<file path="config.mk">
export PLATFORM = sky130hd
export DESIGN_NAME = perceptron_sched
export DESIGN_NICKNAME = d
export VERILOG_FILES = /design/src/rtl/perceptron_sched.sv
export SDC_FILE = /design/constraint.sdc
export NUM_CORES = 1
export LEC_CHECK = 0
export ABC_AREA = 1
export CAP_MARGIN = 20
export CORE_MARGIN = 2
export CORE_UTILIZATION = 39
export DETAILED_ROUTE_END_ITERATION = 16
export MAX_ROUTING_LAYER = met4
export SETUP_SLACK_MARGIN = 0.4
export SYNTH_ARGS = -nofsm -noshare
export SYNTH_HDL_FRONTEND = slang
export SYNTH_SLANG_ARGS = --single-unit
</file>
<file path="constraint.sdc">
create_clock -name clk -period 2.2 [get_ports clk]
set_input_delay 0.44 -clock clk [delete_from_list [all_inputs] [get_ports clk]]
set_output_delay 0.44 -clock clk [all_outputs]
set_load 0.02 [all_outputs]
</file>
<file path="src/rtl/perceptron_sched.sv">
// perceptron_sched
//   Command scheduler between a UART byte interface and a perceptron MAC
//   datapath. Host packets write the weight/input bank or start a MAC pass
//   over all N_IN entries; every command answers with one reply byte.
//   Optional build macro: RAW_RESULT_EN. When defined, RUN replies with the
//   raw accumulator as two bytes (mac_acc[15:8] then mac_acc[7:0]). When it
//   is undefined, RUN replies with a single activation byte (0x01 / 0x00).
module perceptron_sched #(
  parameter int N_IN    = 4,      // weight/input pairs (2..16)
  parameter int AW      = 2,      // bank address width, >= clog2(N_IN)
  parameter int TIMEOUT = 65535   // idle cycles tolerated inside a packet
) (
  input  logic                clk,
  input  logic                rst,
  input  logic [7:0]          rx_data,
  input  logic                rx_valid,
  output logic [7:0]          tx_data,
  output logic                tx_start,
  input  logic                tx_busy,
  output logic [AW-1:0]       bank_addr,
  output logic [7:0]          bank_wdata,
  output logic                bank_we,
  output logic                bank_sel,
  output logic                mac_clr,
  output logic                mac_en,
  input  logic signed [15:0]  mac_acc,
  output logic                busy,
  output logic                overrun
);

  localparam int TW = (TIMEOUT < 2) ? 1 : $clog2(TIMEOUT);

  localparam logic [7:0]    OP_WR_W   = 8'h01;
  localparam logic [7:0]    OP_WR_X   = 8'h02;
  localparam logic [7:0]    OP_RUN    = 8'h03;
  localparam logic [7:0]    REPLY_ACK = 8'hAA;
  localparam logic [7:0]    REPLY_ERR = 8'hEE;
  localparam logic [TW-1:0] TMO_LAST  = TW'(TIMEOUT - 1);
  localparam logic [AW-1:0] ADDR_LAST = AW'(N_IN - 1);

  typedef enum logic [3:0] {
    S_IDLE,
    S_GET_ADDR,
    S_GET_VAL,
    S_WRITE,
    S_CLR,
    S_READ,
    S_SETTLE,
    S_RESP,
    S_TX_GUARD,
    S_TX_WAIT
  } state_t;

  state_t          state_q;
  logic [TW-1:0]   tmo_q;        // idle cycles since the last byte of a packet
  logic [7:0]      addr_q;       // address byte of the packet in flight
  logic            sel_q;        // 0 = weight, 1 = input, taken from opcode bit 1
  logic            run_q;        // reply comes from the accumulator, not reply_q
  logic            more_q;       // another reply byte follows the current one
  logic [7:0]      reply_q;      // next byte to transmit for non-result replies
  logic [7:0]      tx_data_q;
  logic            tx_start_q;
  logic [AW-1:0]   bank_addr_q;
  logic [7:0]      bank_wdata_q;
  logic            bank_we_q;
  logic            bank_sel_q;
  logic            mac_clr_q;
  logic            mac_en_q;
  logic            busy_q;
  logic            overrun_q;

  // Command FSM: packet parsing, bank writes, MAC sequencing and reply handshake.
  always_ff @(posedge clk) begin
    if (rst) begin
      state_q      <= S_IDLE;
      tmo_q        <= '0;
      addr_q       <= '0;
      sel_q        <= 1'b0;
      run_q        <= 1'b0;
      more_q       <= 1'b0;
      reply_q      <= '0;
      tx_data_q    <= '0;
      tx_start_q   <= 1'b0;
      bank_addr_q  <= '0;
      bank_wdata_q <= '0;
      bank_we_q    <= 1'b0;
      bank_sel_q   <= 1'b0;
      mac_clr_q    <= 1'b0;
      mac_en_q     <= 1'b0;
      busy_q       <= 1'b0;
      overrun_q    <= 1'b0;
    end else begin
      // NOTE: non-blocking assignments throughout, so every branch below sees
      // the pre-edge register values regardless of statement order.
      // NOTE: single-cycle strobes default low here; a state that needs one
      // overrides the default further down, which guarantees a 1-cycle pulse.
      tx_start_q <= 1'b0;
      bank_we_q  <= 1'b0;
      mac_clr_q  <= 1'b0;
      mac_en_q   <= 1'b0;

      case (state_q)
        S_IDLE: begin
          if (rx_valid) begin
            busy_q <= 1'b1;
            tmo_q  <= '0;
            run_q  <= 1'b0;
            more_q <= 1'b0;
            case (rx_data)
              OP_WR_W, OP_WR_X: begin
                sel_q   <= rx_data[1];
                state_q <= S_GET_ADDR;
              end
              OP_RUN: begin
                run_q     <= 1'b1;
                mac_clr_q <= 1'b1;
                state_q   <= S_CLR;
              end
              default: begin
                reply_q <= REPLY_ERR;
                state_q <= S_RESP;
              end
            endcase
          end
        end

        // A byte arriving in the expiry cycle wins over the timeout.
        S_GET_ADDR, S_GET_VAL: begin
          if (rx_valid) begin
            tmo_q <= '0;
            if (state_q == S_GET_ADDR) begin
              addr_q  <= rx_data;
              state_q <= S_GET_VAL;
            end else begin
              if (int'(addr_q) < N_IN) begin
                bank_we_q    <= 1'b1;
                bank_addr_q  <= addr_q[AW-1:0];
                bank_wdata_q <= rx_data;
                bank_sel_q   <= sel_q;
                reply_q      <= REPLY_ACK;
              end else begin
                reply_q <= REPLY_ERR;
              end
              state_q <= S_WRITE;
            end
          end else if (tmo_q == TMO_LAST) begin
            state_q <= S_IDLE;
            busy_q  <= 1'b0;
          end else begin
            tmo_q <= tmo_q + TW'(1);
          end
        end

        // bank_we is high during this cycle only.
        S_WRITE: begin
          state_q <= S_RESP;
        end

        // mac_clr is high during this cycle; the read sweep starts at entry 0.
        S_CLR: begin
          bank_addr_q <= '0;
          state_q     <= S_READ;
        end

        // One address per cycle; data returns a cycle later, hence mac_en lags.
        S_READ: begin
          mac_en_q <= 1'b1;
          if (bank_addr_q == ADDR_LAST) begin
            state_q <= S_SETTLE;
          end else begin
            bank_addr_q <= bank_addr_q + AW'(1);
          end
        end

        // Last mac_en cycle; the accumulator is final once RESP is reached.
        S_SETTLE: begin
          state_q <= S_RESP;
        end

        S_RESP: begin
          if (!tx_busy) begin
            tx_start_q <= 1'b1;
            state_q    <= S_TX_GUARD;
            if (run_q) begin
`ifdef RAW_RESULT_EN
              tx_data_q <= mac_acc[15:8];
              reply_q   <= mac_acc[7:0];
              more_q    <= 1'b1;
              run_q     <= 1'b0;
`else
              tx_data_q <= (mac_acc > 16'sd0) ? 8'h01 : 8'h00;
`endif
            end else begin
              tx_data_q <= reply_q;
            end
          end
        end

        // Gives the transmitter one cycle to raise tx_busy after tx_start.
        S_TX_GUARD: begin
          state_q <= S_TX_WAIT;
        end

        S_TX_WAIT: begin
          if (!tx_busy) begin
            if (more_q) begin
              more_q  <= 1'b0;
              state_q <= S_RESP;
            end else begin
              state_q <= S_IDLE;
              busy_q  <= 1'b0;
            end
          end
        end

        default: begin
          state_q <= S_IDLE;
          busy_q  <= 1'b0;
        end
      endcase

      // Bytes are dropped outside the parser states; only the run and reply
      // phases flag the loss, a byte lost during WRITE is silently ignored.
      if (rx_valid && (state_q inside {S_CLR, S_READ, S_SETTLE, S_RESP,
                                       S_TX_GUARD, S_TX_WAIT})) begin
        overrun_q <= 1'b1;
      end
    end
  end

  assign tx_data    = tx_data_q;
  assign tx_start   = tx_start_q;
  assign bank_addr  = bank_addr_q;
  assign bank_wdata = bank_wdata_q;
  assign bank_we    = bank_we_q;
  assign bank_sel   = bank_sel_q;
  assign mac_clr    = mac_clr_q;
  assign mac_en     = mac_en_q;
  assign busy       = busy_q;
  assign overrun    = overrun_q;

endmodule

</file>
==> flow_summary.json, run 1 <==
{
  "num_io_pins": 53,
  "ant_nets": 0,
  "hold_viol": 0,
  "required_ps": 1760,
  "cts_buffers": 5,
  "post_cts_buffers": 0,
  "synth.net_count": 470,
  "p_sw_mw": 1.57,
  "finalPower_mw": 3.41,
  "synthArstFlopShare_pct": 0,
  "fin_crit_sh_pct": 79.7,
  "wl_um": 7170,
  "synth-edff-count": 0,
  "vias_per_cell": 4.85,
  "clkPwrFrac_pct": 17.0,
  "p_sw_share_pct": 46.1,
  "peakVddDrop_mv": 0.423,
  "wire_per_inst_um": 12.3,
  "initial_core_util_pct": 40.9,
  "critPathKind": "flop to output pin",
  "htree_num_levels": 2,
  "die_area_sq_um": 7890,
  "sequentialPowerShare_pct": 34.9,
  "io_buffers": 51,
  "num_vias": 2831,
  "overflow": 0,
  "clkTransAtPathRegs_ps": 100,
  "synth_area_per_cell_sq_um": 6.39,
  "r2r_setup_slack_ps": 580,
  "nets": 518,
  "drv_slew": 0,
  "drt_first_pass_iters": 5,
  "ys_types": 28,
  "clock_sinks": 52,
  "grtUsageTotal_pct": 19.6,
  "slowest_delay_ps": 620,
  "arrival_ps": 1310,
  "worstSetupEndpointType": "output pin",
  "core_area_sq_um": 6870,
  "outcome": "finished, final reports clean",
  "grt_pass1_vias": 2643,
  "syn_area_sq_um": 2810,
  "yosysTopAreaCell": "dfxtp_1",
  "drive_gt1_share_pct": 7.99,
  "grt_pass1_wl_um": 11900,
  "p_int_mw": 1.84,
  "worstSetupStartpointType": "flop",
  "ctsResizeCount": 0,
  "crit_buf_inv": 1,
  "synthTopCellsByCount": "nand2_1, nor2_1, dfxtp_1",
  "worstPathCellList": "clkdlybuf4s50_1",
  "fin_skew_ps": 6.28,
  "yosysSeqAreaShare_pct": 37.1,
  "ys_ff_latch": 52,
  "dpl.hpwl_um": 5360,
  "finalSetupTns_ps": 0,
  "drc_errors": 0,
  "area_delta_synth_final_pct": 24.7,
  "die_y_um": 88.8,
  "max_freq_mhz": 571,
  "yosysWarnings": 0,
  "synth_flop_cell": "dfxtp_1",
  "cp_top_family": "buffers and inverters",
  "p_leak_nw": 1.51,
  "rows": 30,
  "power.density_nw_per_um2": 974,
  "maxCapViolCount": 0,
  "n_antenna_cell": 0,
  "hold_class": "flop to flop",
  "grt_max_degree": 27,
  "worst_skew_pair.late_latency_ps": 320,
  "die_width_um": 88.8,
  "synthCells": 439,
  "drtIter0Drc": 149,
  "yosysMostFrequentCell": "nand2_1",
  "ctsHoldBuffers": 0,
  "netlist.area_leader.share_pct": 37.1,
  "root_buffer": "clkbuf_8",
  "gp_congestion": 0.913,
  "cts_tree": "built",
  "synth_area_leaders": "dfxtp_1, nand2_1, nor2_1",
  "crit_path_top_delay_cell": "clkdlybuf4s50_1",
  "fin_crit_ps": 1750,
  "combPwrFrac_pct": 48.1,
  "setup_viol": 0,
  "cts_buffer_depth": 2,
  "antenna_found_initial": 0,
  "crit_fanout": 3,
  "rsz0062_at_grt": "false"
}
==> flip-flops by register name, summed over array words and instances, names as in the netlist <==
name and cells:
state_q 4, bank_we 1, mac_en 1, mac_clr 1, tmo_q 16, tx_start 1, sel_q 1, bank_addr 2
overrun 1, reply_q 2, bank_sel 1, bank_wdata 8, addr_q 8, busy 1, tx_data 3, run_q 1
==> cell families after synthesis <==
group / share of synthesized area, %
AND/OR/NAND/NOR: 41.6
AO/OA/AOI/OAI: 10.1
other: 0.134
buffers and inverters: 9.81
adder cells (fa/ha/maj): 1.34
flip-flops: 37.1
==> path summary, 6_finish.rpt <==
kind / from / end / cells after the start
hold / removal: addr_q[3] / addr_q[3] / 2
hold reg to reg: addr_q[3] / addr_q[3] / 2
setup / recovery: bank_addr[1] / bank_addr[1] / 1
setup reg to reg: tmo_q[7] / tmo_q[5] / 9
==> metal layers <==
metal | vias up | track usage [%] | part of all wire [%]
met3 | 13 | 3.82 | 5.5
met4 | 0 | 5.23 | 1.4
met2 | 95 | 30.5 | 44
met5 | - | - | 0
met1 | 1235 | 26.0 | 49
li1 | 1488 | - | -
==> placed cells by master (no fill, tap or decap), types with 4 or more instances in the layout <==
cell | netlist | layout
clkdlybuf4s50_1 | 0 | 46
nand3_1 | 41 | 41
clkbuf_8 | 0 | 5
nor2_1 | 82 | 81
nor2_2 | 5 | 6
dfxtp_1 | 52 | 52
nor4_1 | 5 | 5
inv_1 | 51 | 50
nand2_2 | 8 | 9
buf_4 | 5 | 4
dlymetal6s2s_1 | 0 | 5
nand4_1 | 8 | 8
o21ai_1 | 7 | 7
o21ai_0 | 15 | 15
a21oi_1 | 27 | 27
nand2_1 | 101 | 100
==> cell type report <==
class | count | area (sq um)
clock buffer | 5 | 68.8
clock inverter | 3 | 22.5
fill | 697 | 3370
inverter | 53 | 199
multi-input combinational | 320 | 1500
sequential | 52 | 1040
tap | 96 | 120
timing repair buffer | 55 | 553
==> power by group through the flow <==
stage          clock [mW]  combinational [mW]  sequential, mW
3_3_place_gp            0                1.63            1.21
6_report            0.580                1.64            1.19
5_1_grt             0.623                1.83            1.21
2_1_floorplan           0                1.11            1.23
4_1_cts             0.594                1.63            1.19
3_5_place_dp            0                1.62            1.21
==> per-stage QoR <==
stage / utilization, % / hold slack (ps) / setup slack (ps) / instance area (sq um) / std cells
final: 50.9 / 457 / 448 / 3500 / 584
after global routing: 50.9 / 489 / 401 / 3500 / 584
after CTS: 50.7 / 460 / 400 / 3480 / 584
after detailed placement: 49.4 / 445 / 189 / 3390 / 576
after global placement: 49.4 / 439 / 194 / 3390 / 576
after floorplan: - / 430 / 794 / 2810 / 439
Power figures use the tool's default switching activity.
==> run 2: changes to the inputs <==
==> constraint.sdc (replaced) <==
create_clock -name clk -period 1.82 [get_ports clk]
set_input_delay 0.364 -clock clk [delete_from_list [all_inputs] [get_ports clk]]
set_output_delay 0.364 -clock clk [all_outputs]
set_load 0.02 [all_outputs]
==> run 2 against run 1 <==
  * Sequential share of layout area decreased by 2.1 points
  * Clock power grew 18%
  * Clock-buffer cell count up 1
  * Flip-flop and latch count unchanged
  * Critical path depth up 9
  * First-iteration DRC count rose by 8.1%
  * Critical path type is now flop to flop
  * Critical endpoint is now tmo_q[4]
  * Highest routed layer unchanged
==> flow_summary.json, run 2 (synthesized netlist as in run 1, its figures left out) <==
{
  "num_io_pins": 53,
  "maxCapViolCount": 0,
  "fin_util_pct": 56.4,
  "core_area_sq_um": 6870,
  "top_register": "tmo_q",
  "initial_core_util_pct": 40.9,
  "largest_reg_flops": 16,
  "crit_fanout": 8,
  "hold_viol": 0,
  "grt_max_degree": 20,
  "fin_crit_ps": 1480,
  "outcome": "finished, final reports clean",
  "r2r.worst_path.cells": 10,
  "fin_cells": 602,
  "worstSetupStartpointType": "flop",
  "cp.depth": 10,
  "gp_congestion": 0.870,
  "hold_class": "input port to flop",
  "wire_per_inst_um": 12.9,
  "power.density_nw_per_um2": 1200,
  "ant_nets": 0,
  "cp_common_cell": "nand2_2",
  "hold_start": "rx_data[5]",
  "worstPathCellList": "inv_2, ha_4, nand2_2, nor2_2, nand2_2, nor2_4, nand2_4, nand2_4, nand2_2, a21oi_2",
  "wl_um": 7790,
  "drc_errors": 0,
  "nets": 536,
  "arrival_ps": 1730,
  "startpoint": "tmo_q[0]",
  "seqCellArea_sq_um": 1070,
  "fillers": 659,
  "slowest_delay_ps": 350,
  "dpl.hpwl_um": 5410,
  "setup_viol": 0,
  "area_delta_synth_final_pct": 38.1,
  "cts_tree": "built",
  "die_y_um": 88.8,
  "clock_sinks": 52,
  "htree_num_levels": 2,
  "final_cell_mix": "nand2_1, nor2_1, inv_1",
  "layout_commonest_cell": "nand2_1",
  "clkTransAtPathRegs_ps": 100,
  "crit_path_top_delay_cell": "dfxtp_2",
  "required_ps": 2070,
  "critPathKind": "flop to flop",
  "whs_path_depth": 3,
  "fin_crit_sh_pct": 81.2,
  "drive_gt1_share_pct": 25.7,
  "io_buffers": 51,
  "overflow": 0,
  "dp.cells": 581,
  "finalSetupTns_ps": 0,
  "fin_skew_ps": 7.48,
  "drtIter0Drc": 161,
  "cts_buffer_depth": 2,
  "root_buffer": "clkbuf_8",
  "holdWs_ps": 381,
  "peakVddDrop_mv": 0.465,
  "p_leak_nw": 1.69,
  "die_width_um": 88.8,
  "die_area_sq_um": 7890,
  "grt_pass1_vias": 2757,
  "antenna_found_initial": 0,
  "cts_buffers": 5,
  "worstSetupEndpointType": "flop",
  "rows": 30,
  "num_vias": 2950,
  "n_antenna_cell": 0,
  "rr_startpoint": "tmo_q[0]",
  "grt_pass1_wl_um": 12700,
  "rsz0062_at_grt": "true",
  "vias_per_cell": 4.90,
  "drt_first_pass_iters": 6,
  "multi_input_area_sq_um": 1760,
  "worst_skew_pair.late_latency_ps": 310,
  "cp_top_family": "simple AND/OR/NAND/NOR gates",
  "max_freq_mhz": 677,
  "crit_buf_inv": 1,
  "drv_slew": 0,
  "grtUsageTotal_pct": 20.8
}
-- run 2: changes by cell type in the layout (fill, tap and decap cells not counted), sizes merged, moves of 2 or more --
cell	delta
buf	+16
clkbuf	+6
clkdlybuf4s15	+4
clkdlybuf4s50	-23
dlygate4sd2	+16
dlymetal6s2s	-2
nand2	+2
-- run 2: area by class of cell --
class	count	area share, %
Timing Repair Buffer	71	16.4
Inverter	53	5.20
Clock buffer	6	1.87
Multi-Input combinational cell	322	45.4
Sequential cell	52	27.6
Tap cell	96	3.10
Clock inverter	2	0.420
-- run 2: worst paths after layout --
check | slack, ps | to
setup / recovery | 340 | tmo_q[4]
setup reg to reg | 340 | tmo_q[4]
hold / removal | 380 | bank_wdata[5]
hold reg to reg | 460 | addr_q[3]
-- run 2: per-layer routing --
| metal | global-route usage [%] | vias up | share of wire, % |
|---|---|---|---|
| li1 | - | 1526 | - |
| met1 | 29.0 | 1338 | 49 |
| met2 | 31.1 | 76 | 45 |
| met3 | 2.89 | 10 | 4.5 |
| met4 | 6.61 | 0 | 1.1 |
| met5 | - | - | 0 |
-- run 2: power breakdown --
| group | internal, mW | leakage (nW) | switching (mW) | total (mW) |
|---|---|---|---|---|
| Combinational | 0.852 | 1.21 | 1.65 | 2.50 |
| Sequential | 1.32 | 0.431 | 0.136 | 1.45 |
| Clock | 0.275 | 0.0414 | 0.410 | 0.685 |
| Total | 2.44 | 1.69 | 2.19 | 4.63 |
-- run 2: what timing repair did --
item / CTS / global route
hold endpoints to repair: 0 / 0
hold buffers: 0 / 0
setup buffers: 7 / 3
gates cloned: 1 / 2
resized for setup: 69 / 74
endpoints found under the setup margin: 69 / 56
pin swaps: 9 / 30
-- run 2: per-stage QoR --
stage | cell area, sq um | total power [mW] | worst slack [ps]
4_1_cts | 3660 | 4.31 | 388
6_report | 3880 | 4.63 | 342
5_1_grt | 3880 | 4.97 | 246
2_1_floorplan | 2810 | 2.83 | 476
3_5_place_dp | 3430 | 3.43 | -52.3
3_3_place_gp | 3430 | 3.44 | -19.5
-- run 2: worst min-delay path, cell delays in order --
cell and delay [ps]:
dlymetal6s2s_1 150, nor2_1 60, nor2_1 80
